==> src/rtl/fetch_unit_pkg.sv <==
// Shared encodings for the fetch stage: branch-unit pc_src codes, fetch FSM states, word size.
package fetch_unit_pkg;

  localparam logic [1:0] PC_SEQ = 2'b00;
  localparam logic [1:0] PC_BR  = 2'b01;
  localparam logic [1:0] PC_J   = 2'b10;
  localparam logic [1:0] PC_JR  = 2'b11;

  localparam logic [31:0] WORD_BYTES = 32'd4;

  typedef enum logic [1:0] {
    StIdle,
    StWait,
    StDiscard,
    StFull
  } fetch_state_e;

endpackage

==> src/rtl/fetch_unit_if.sv <==
// Instruction-memory req/ack bus between the fetch unit (master) and instruction memory (slave).
interface fetch_unit_if;
  import fetch_unit_pkg::*;

  logic        imem_req;
  logic [31:0] imem_addr;
  logic        imem_ack;
  logic [31:0] imem_rdata;

  modport master (
    output imem_req,
    output imem_addr,
    input  imem_ack,
    input  imem_rdata
  );

  modport slave (
    input  imem_req,
    input  imem_addr,
    output imem_ack,
    output imem_rdata
  );

endinterface

==> src/rtl/next_pc_calc.sv <==
// Redirect target for the instruction in IF/ID, selected by the branch unit's pc_src decision.
module next_pc_calc
  import fetch_unit_pkg::*;
(
  input  logic [1:0]  pc_src,
  input  logic [31:0] if_id_pc4,
  input  logic [15:0] br_offset,
  input  logic [25:0] jump_index,
  input  logic [31:0] jr_target,
  output logic [31:0] target
);

  always_comb begin
    target = if_id_pc4;
    unique case (pc_src)
      PC_BR:   target = if_id_pc4 + {{14{br_offset[15]}}, br_offset, 2'b00};
      PC_J:    target = {if_id_pc4[31:28], jump_index, 2'b00};
      PC_JR:   target = {jr_target[31:2], 2'b00};
      default: target = if_id_pc4;
    endcase
  end

endmodule

==> src/rtl/fetch_unit.sv <==
// Fetch stage: owns the PC, issues one-at-a-time imem fetches and fills IF/ID, with a
// one-entry skid for data that returns while decode is stalled.
module fetch_unit
  import fetch_unit_pkg::*;
#(
  parameter logic [31:0] RESET_PC = 32'h0000_0000
) (
  input  logic                clk,
  input  logic                rst,
  input  logic [1:0]          pc_src,
  input  logic [15:0]         br_offset,
  input  logic [25:0]         jump_index,
  input  logic [31:0]         jr_target,
  input  logic                stall,
  fetch_unit_if.master        imem,
  output logic                if_id_valid,
  output logic [31:0]         if_id_instr,
  output logic [31:0]         if_id_pc4
);

  fetch_state_e state_q, state_d;
  logic [31:0]  pc_q, pc_d;
  logic [31:0]  addr_q, addr_d;
  logic         valid_q, valid_d;
  logic [31:0]  instr_q, instr_d;
  logic [31:0]  pc4_q, pc4_d;
  logic [31:0]  skid_instr_q, skid_instr_d;
  logic [31:0]  skid_addr_q, skid_addr_d;
  logic         redirect;
  logic [31:0]  target;
  logic [31:0]  addr_next;

  assign redirect  = valid_q & ~stall & (pc_src != PC_SEQ);
  assign addr_next = addr_q + WORD_BYTES;

  next_pc_calc u_next_pc_calc (
    .pc_src     (pc_src),
    .if_id_pc4  (pc4_q),
    .br_offset  (br_offset),
    .jump_index (jump_index),
    .jr_target  (jr_target),
    .target     (target)
  );

  always_comb begin
    state_d      = state_q;
    pc_d         = pc_q;
    addr_d       = addr_q;
    valid_d      = valid_q;
    instr_d      = instr_q;
    pc4_d        = pc4_q;
    skid_instr_d = skid_instr_q;
    skid_addr_d  = skid_addr_q;

    // No delay slot: a redirect kills IF/ID; a consumed entry drains unless refilled below.
    if (redirect || (valid_q && !stall)) begin
      valid_d = 1'b0;
    end

    unique case (state_q)
      StIdle: begin
        state_d = StWait;
        addr_d  = pc_q;
      end
      StWait: begin
        if (redirect) begin
          pc_d = target;
          if (imem.imem_ack) begin
            addr_d = target;
          end else begin
            state_d = StDiscard;
          end
        end else if (imem.imem_ack) begin
          pc_d   = addr_next;
          addr_d = addr_next;
          if (valid_q && stall) begin
            skid_instr_d = imem.imem_rdata;
            skid_addr_d  = addr_q;
            state_d      = StFull;
          end else begin
            valid_d = 1'b1;
            instr_d = imem.imem_rdata;
            pc4_d   = addr_next;
          end
        end
      end
      StDiscard: begin
        if (redirect) begin
          pc_d = target;
        end
        if (imem.imem_ack) begin
          state_d = StWait;
          addr_d  = pc_d;
        end
      end
      StFull: begin
        if (redirect) begin
          pc_d    = target;
          addr_d  = target;
          state_d = StWait;
        end else if (!stall) begin
          valid_d = 1'b1;
          instr_d = skid_instr_q;
          pc4_d   = skid_addr_q + WORD_BYTES;
          addr_d  = pc_q;
          state_d = StWait;
        end
      end
      default: state_d = StIdle;
    endcase
  end

  always_ff @(posedge clk or posedge rst) begin
    if (rst) begin
      state_q      <= StIdle;
      pc_q         <= RESET_PC;
      addr_q       <= RESET_PC;
      valid_q      <= 1'b0;
      instr_q      <= 32'd0;
      pc4_q        <= 32'd0;
      skid_instr_q <= 32'd0;
      skid_addr_q  <= 32'd0;
    end else begin
      state_q      <= state_d;
      pc_q         <= pc_d;
      addr_q       <= addr_d;
      valid_q      <= valid_d;
      instr_q      <= instr_d;
      pc4_q        <= pc4_d;
      skid_instr_q <= skid_instr_d;
      skid_addr_q  <= skid_addr_d;
    end
  end

  assign imem.imem_req  = (state_q == StWait) || (state_q == StDiscard);
  assign imem.imem_addr = addr_q;
  assign if_id_valid    = valid_q;
  assign if_id_instr    = instr_q;
  assign if_id_pc4      = pc4_q;

endmodule

==> src/flat_wrapper.sv <==
// flat-port wrapper written by rule: the top's interface ports become plain ports
module fetch_unit_flat import fetch_unit_pkg::*;
#(
  parameter logic [31:0] RESET_PC = 32'h0000_0000
)
  (clk, rst, pc_src, br_offset, jump_index, jr_target, stall, if_id_valid, if_id_instr, if_id_pc4, imem_imem_req, imem_imem_addr, imem_imem_ack, imem_imem_rdata);
  fetch_unit_if imem_i ();
  input  logic clk;
  input  logic rst;
  input  logic [1:0] pc_src;
  input  logic [15:0] br_offset;
  input  logic [25:0] jump_index;
  input  logic [31:0] jr_target;
  input  logic stall;
  output logic if_id_valid;
  output logic [31:0] if_id_instr;
  output logic [31:0] if_id_pc4;
  output wire logic [$bits(imem_i.imem_req)-1:0] imem_imem_req;
  output wire logic [$bits(imem_i.imem_addr)-1:0] imem_imem_addr;
  input wire logic [$bits(imem_i.imem_ack)-1:0] imem_imem_ack;
  input wire logic [$bits(imem_i.imem_rdata)-1:0] imem_imem_rdata;
  assign imem_imem_req = imem_i.imem_req;
  assign imem_imem_addr = imem_i.imem_addr;
  assign imem_i.imem_ack = imem_imem_ack;
  assign imem_i.imem_rdata = imem_imem_rdata;
  fetch_unit #(.RESET_PC(RESET_PC)) u_core (.clk(clk), .rst(rst), .pc_src(pc_src), .br_offset(br_offset), .jump_index(jump_index), .jr_target(jr_target), .stall(stall), .imem(imem_i), .if_id_valid(if_id_valid), .if_id_instr(if_id_instr), .if_id_pc4(if_id_pc4));
endmodule
==> config.mk <==
export PLATFORM = sky130hd
export DESIGN_NAME = fetch_unit_flat
export DESIGN_NICKNAME = d
export VERILOG_FILES = /design/src/rtl/fetch_unit_pkg.sv /design/src/rtl/fetch_unit_if.sv /design/src/rtl/next_pc_calc.sv /design/src/rtl/fetch_unit.sv /design/src/flat_wrapper.sv
export SDC_FILE = /design/constraint.sdc
export NUM_CORES = 1
export LEC_CHECK = 0
export ABC_AREA = 1
export BUFFER_PORTS_ARGS = -buffer_cell sky130_fd_sc_hd__buf_2
export CORE_MARGIN = 2
export CORE_UTILIZATION = 54
export CTS_BUF_LIST = sky130_fd_sc_hd__clkbuf_2 sky130_fd_sc_hd__clkbuf_4 sky130_fd_sc_hd__clkbuf_8
export DETAILED_ROUTE_END_ITERATION = 8
export GPL_ROUTABILITY_DRIVEN = 0
export PLACE_DENSITY = 0.82
export SLEW_MARGIN = 25
export SYNTH_ARGS = -nofsm -noshare
export SYNTH_HDL_FRONTEND = slang
export SYNTH_SLANG_ARGS = --single-unit
==> constraint.sdc <==
create_clock -name clk -period 5.7 [get_ports clk]
set_clock_uncertainty 0.15 [all_clocks]
set_input_delay 0 -clock clk [delete_from_list [all_inputs] [get_ports clk]]
set_output_delay 0 -clock clk [all_outputs]
set_load 0.05 [all_outputs]
==> metrics <==
post-synthesis instance area=13170 um^2; number of vias in the routed layout=13910; count of pins on the block boundary=210; cell types occupying the most area after synthesis=sky130_fd_sc_hd__dfrtp_1 (37%), sky130_fd_sc_hd__nand2_1 (16%), sky130_fd_sc_hd__nand3_1 (5.3%), sky130_fd_sc_hd__a21oi_1 (4.6%), sky130_fd_sc_hd__inv_1 (4.6%); fraction of layout cells with a size suffix above 1=16.72%; critical path arrival=4.24 ns; Cell Rows=57; antenna violations before repair=2; width of the die=160.2 um; clock tree sinks=195; post-cts gate resize count=0; Synth Register Bits=195; Critical Path Max Stage Delay=0.88 ns; floorplan die height=160.2 um; total of warnings raised by yosys=0; fraction of synthesis flops using an asynchronous set or reset pin=100.0%; headroom to the max-slew limit=28.67%; global-route wire length before repair=66010 um; top cell type's share of synthesized area=37.04%; routed wire length=41670 um; number of different library cells in the post-synthesis netlist=51; number of nets with antenna violations after routing=0; count of final hold-check violations=0; largest buffer count on any clock path=2; net count of the mapped netlist=2018; synthesized area per cell=7.045 um^2; count of buffers from port buffering=207; iteration-0 DRC count of the detailed router=1893; total global routing track utilization=32.15%; worst min-delay path class=input port to register; result of the run=finished clean; sequential-to-total area share from yosys stat=37.04%; final routed DRC violation total=0; highest ir drop seen on vdd=0.0003637 V; Syn-to-layout area delta=15.64%; most frequently used flop master after synthesis=sky130_fd_sc_hd__dfrtp_1; effective utilization at floorplan=54.65%; Overflow after GRT=0; Vias/cell=5.767; number of max-cap violations=0; cell with the largest stage delay on the worst path=sky130_fd_sc_hd__clkinv_2; die area=25660 um^2; cell repeated most along the worst path=sky130_fd_sc_hd__nand2_1; Placed Cells incl. Taps=2333; count of buffer and inverter cells on the critical path=4; startpoint types=register; number of global-route vias before repair=13090; core region area=24110 um^2; Crit Path Category=register to register; period utilization=70.31%; H-tree depth=4; synthesized netlist cell count=1870; final std cells w/o fill=2412; library cell with the highest instance count after synthesis=sky130_fd_sc_hd__nand2_1; CTS Root Buffer Type=sky130_fd_sc_hd__clkbuf_8; power density over the cells=653.2 nW/um^2; Slew Limit Fails=0; # nets final=2222; summed negative setup slack over all endpoints=0 ns; final-report setup violation count=0; total setup buffers inserted after CTS=0; clock latency reported for the late side of the worst-skew pair=0.50 ns; TritonCTS clock tree=done; cells along the critical path=inv_1 -> nor3_4 -> buf_4 -> clkinv_2 -> a221oi_1 -> dlygate4sd3_1 -> nand2_1 -> nand2_1 -> nand3_1 -> nand2_1 -> nand2_1; required time of the critical path=5.93 ns; first-pass iteration count of the detailed router=6; clock buffer count from CTS=17; largest net degree at the start of global routing=131; post-detail-place hpwl=29590 um; most area-hungry cell type in the Yosys netlist=sky130_fd_sc_hd__dfrtp_1; CTS clk-pin slew, worst paths=0.11 ns; highest clock frequency the design can meet=249.5 MHz; number of enable-type register cells in the synthesized netlist=0; RSZ-0062 raised after global routing=no; routed length per instance=17.28 um; largest fanout on the critical path=51; leakage power of the design=0.007587 uW; cell type group with the largest total delay on the critical path=buffers and inverters; clock period minus final worst setup slack=4.008 ns; most used standard cells in the synthesized netlist=sky130_fd_sc_hd__nand2_1 (568), sky130_fd_sc_hd__dfrtp_1 (195), sky130_fd_sc_hd__inv_1 (161), sky130_fd_sc_hd__nor2_1 (154), sky130_fd_sc_hd__nand3_1 (139); worst slew pin tran=1.069 ns; CP endpoint kind=register
## cell families (layout without fill, tap and decap cells)
logic type	after synthesis	after routing	share of synthesized area (%)
xor+xnor	35	35	2.384
other cells	0	1	0
fa+ha+maj	36	36	3.476
buf+inv	262	479	8.035
mux	35	35	2.992
compound gates	350	350	15.08
simple gates	957	957	30.99
flops	195	195	37.04
## path summary, 6_finish.rpt
path / start / endpoint / slack (ns) / depth (start not counted)
min: jump_index[5] / u_core.pc_q[7] / 0.03 / 7
max: u_core.if_id_valid / u_core.imem.imem_addr[25] / 1.69 / 11
max in group asynchronous: rst / u_core.if_id_instr[5] / 3.95 / 4
min reg2reg: u_core.skid_addr_q[6] / u_core.skid_addr_q[6] / 0.35 / 2
min in group asynchronous: rst / u_core.if_id_instr[21] / 0.04 / 3
max reg2reg: u_core.if_id_valid / u_core.imem.imem_addr[25] / 1.69 / 11
## through the flow
step	util (%)	hold slack [ns]	cell area, um^2	setup WS (ns)	total power [uW]
global route	63.20	0.07609	15230	1.571	10710
floorplan	-	0.0005741	13170	0.2378	7337
global placement	59.55	0.09845	14350	2.182	8637
detailed placement	59.55	0.1008	14350	2.097	8839
CTS	63.18	0.001401	15230	2.083	9819
finish	63.20	0.02975	15230	1.692	9951
## state kept, by name, indices dropped and copies added, names as in the netlist
register,cells
u_core.skid_addr_q,32
u_core.imem.imem_addr,32
u_core.state_q,2
u_core.skid_instr_q,32
u_core.if_id_instr,32
u_core.if_id_pc4,32
u_core.pc_q,32
u_core.if_id_valid,1
## power breakdown
part	internal [uW]	leakage [uW]	total (uW)	switching (uW)
Sequential	2100	0.00238	2680	587
Clock	349	0.000212	933	583
Combinational	1830	0.00500	6330	4510
Total	4280	0.00759	9950	5680
## worst min-delay path, cell delays in order
cell and delay [ns]:
sky130_fd_sc_hd__buf_2 0.10, sky130_fd_sc_hd__nand2_1 0.06, sky130_fd_sc_hd__nand3_1 0.10, sky130_fd_sc_hd__nand2_1 0.13, sky130_fd_sc_hd__o21ai_0 0.09, sky130_fd_sc_hd__nand2_1 0.08, sky130_fd_sc_hd__a22oi_1 0.07
## cell type report
| type | count | area [um^2] |
|---|---|---|
| Fill cell | 2072 | 8871 |
| Multi-Input combinational cell | 1413 | 7241 |
| Sequential cell | 195 | 4880 |
| Timing Repair Buffer | 268 | 1609 |
| Inverter | 179 | 680.7 |
| Tap cell | 324 | 405.4 |
| Clock buffer | 18 | 241.5 |
| Clock inverter | 14 | 175.2 |
| Antenna cell | 1 | 2.502 |
## routing by layer
metal / routed length (um) / up-vias / global-route usage [%]
li1: - / 6610 / -
met1: 16750 / 6436 / 41.94
met2: 18990 / 744 / 51.36
met3: 4552 / 121 / 8.468
met4: 1384 / 0 / 12.61
met5: 0 / - / 0
## layout by cell type, fill, tap and decap left out, types with 6 or more instances in the layout
master / instances
sky130_fd_sc_hd__nand2_1: 567
sky130_fd_sc_hd__buf_2: 207
sky130_fd_sc_hd__dfrtp_1: 195
sky130_fd_sc_hd__inv_1: 159
sky130_fd_sc_hd__nor2_1: 154
sky130_fd_sc_hd__nand3_1: 139
sky130_fd_sc_hd__a21oi_1: 121
sky130_fd_sc_hd__o21ai_0: 106
sky130_fd_sc_hd__a31oi_1: 55
sky130_fd_sc_hd__dlygate4sd3_1: 46
sky130_fd_sc_hd__mux2_2: 35
sky130_fd_sc_hd__ha_1: 34
sky130_fd_sc_hd__xor2_1: 31
sky130_fd_sc_hd__nor3_1: 25
sky130_fd_sc_hd__inv_2: 17
sky130_fd_sc_hd__o211ai_1: 17
sky130_fd_sc_hd__clkbuf_8: 17
sky130_fd_sc_hd__nand4_1: 16
sky130_fd_sc_hd__buf_4: 15
sky130_fd_sc_hd__o21ai_1: 12
sky130_fd_sc_hd__a22oi_1: 10
sky130_fd_sc_hd__nand2_2: 9
sky130_fd_sc_hd__a22o_1: 9
sky130_fd_sc_hd__nor2_2: 8
sky130_fd_sc_hd__nor4_1: 8
sky130_fd_sc_hd__a221oi_1: 8
sky130_fd_sc_hd__inv_8: 7
sky130_fd_sc_hd__nor3_2: 6
sky130_fd_sc_hd__nand3b_1: 6
## repair_timing
item	in CTS	in global routing
setup endpoints to repair	0	0
hold buffers	46	0
hold endpoints to repair	207	0
Power figures use the tool's default switching activity.
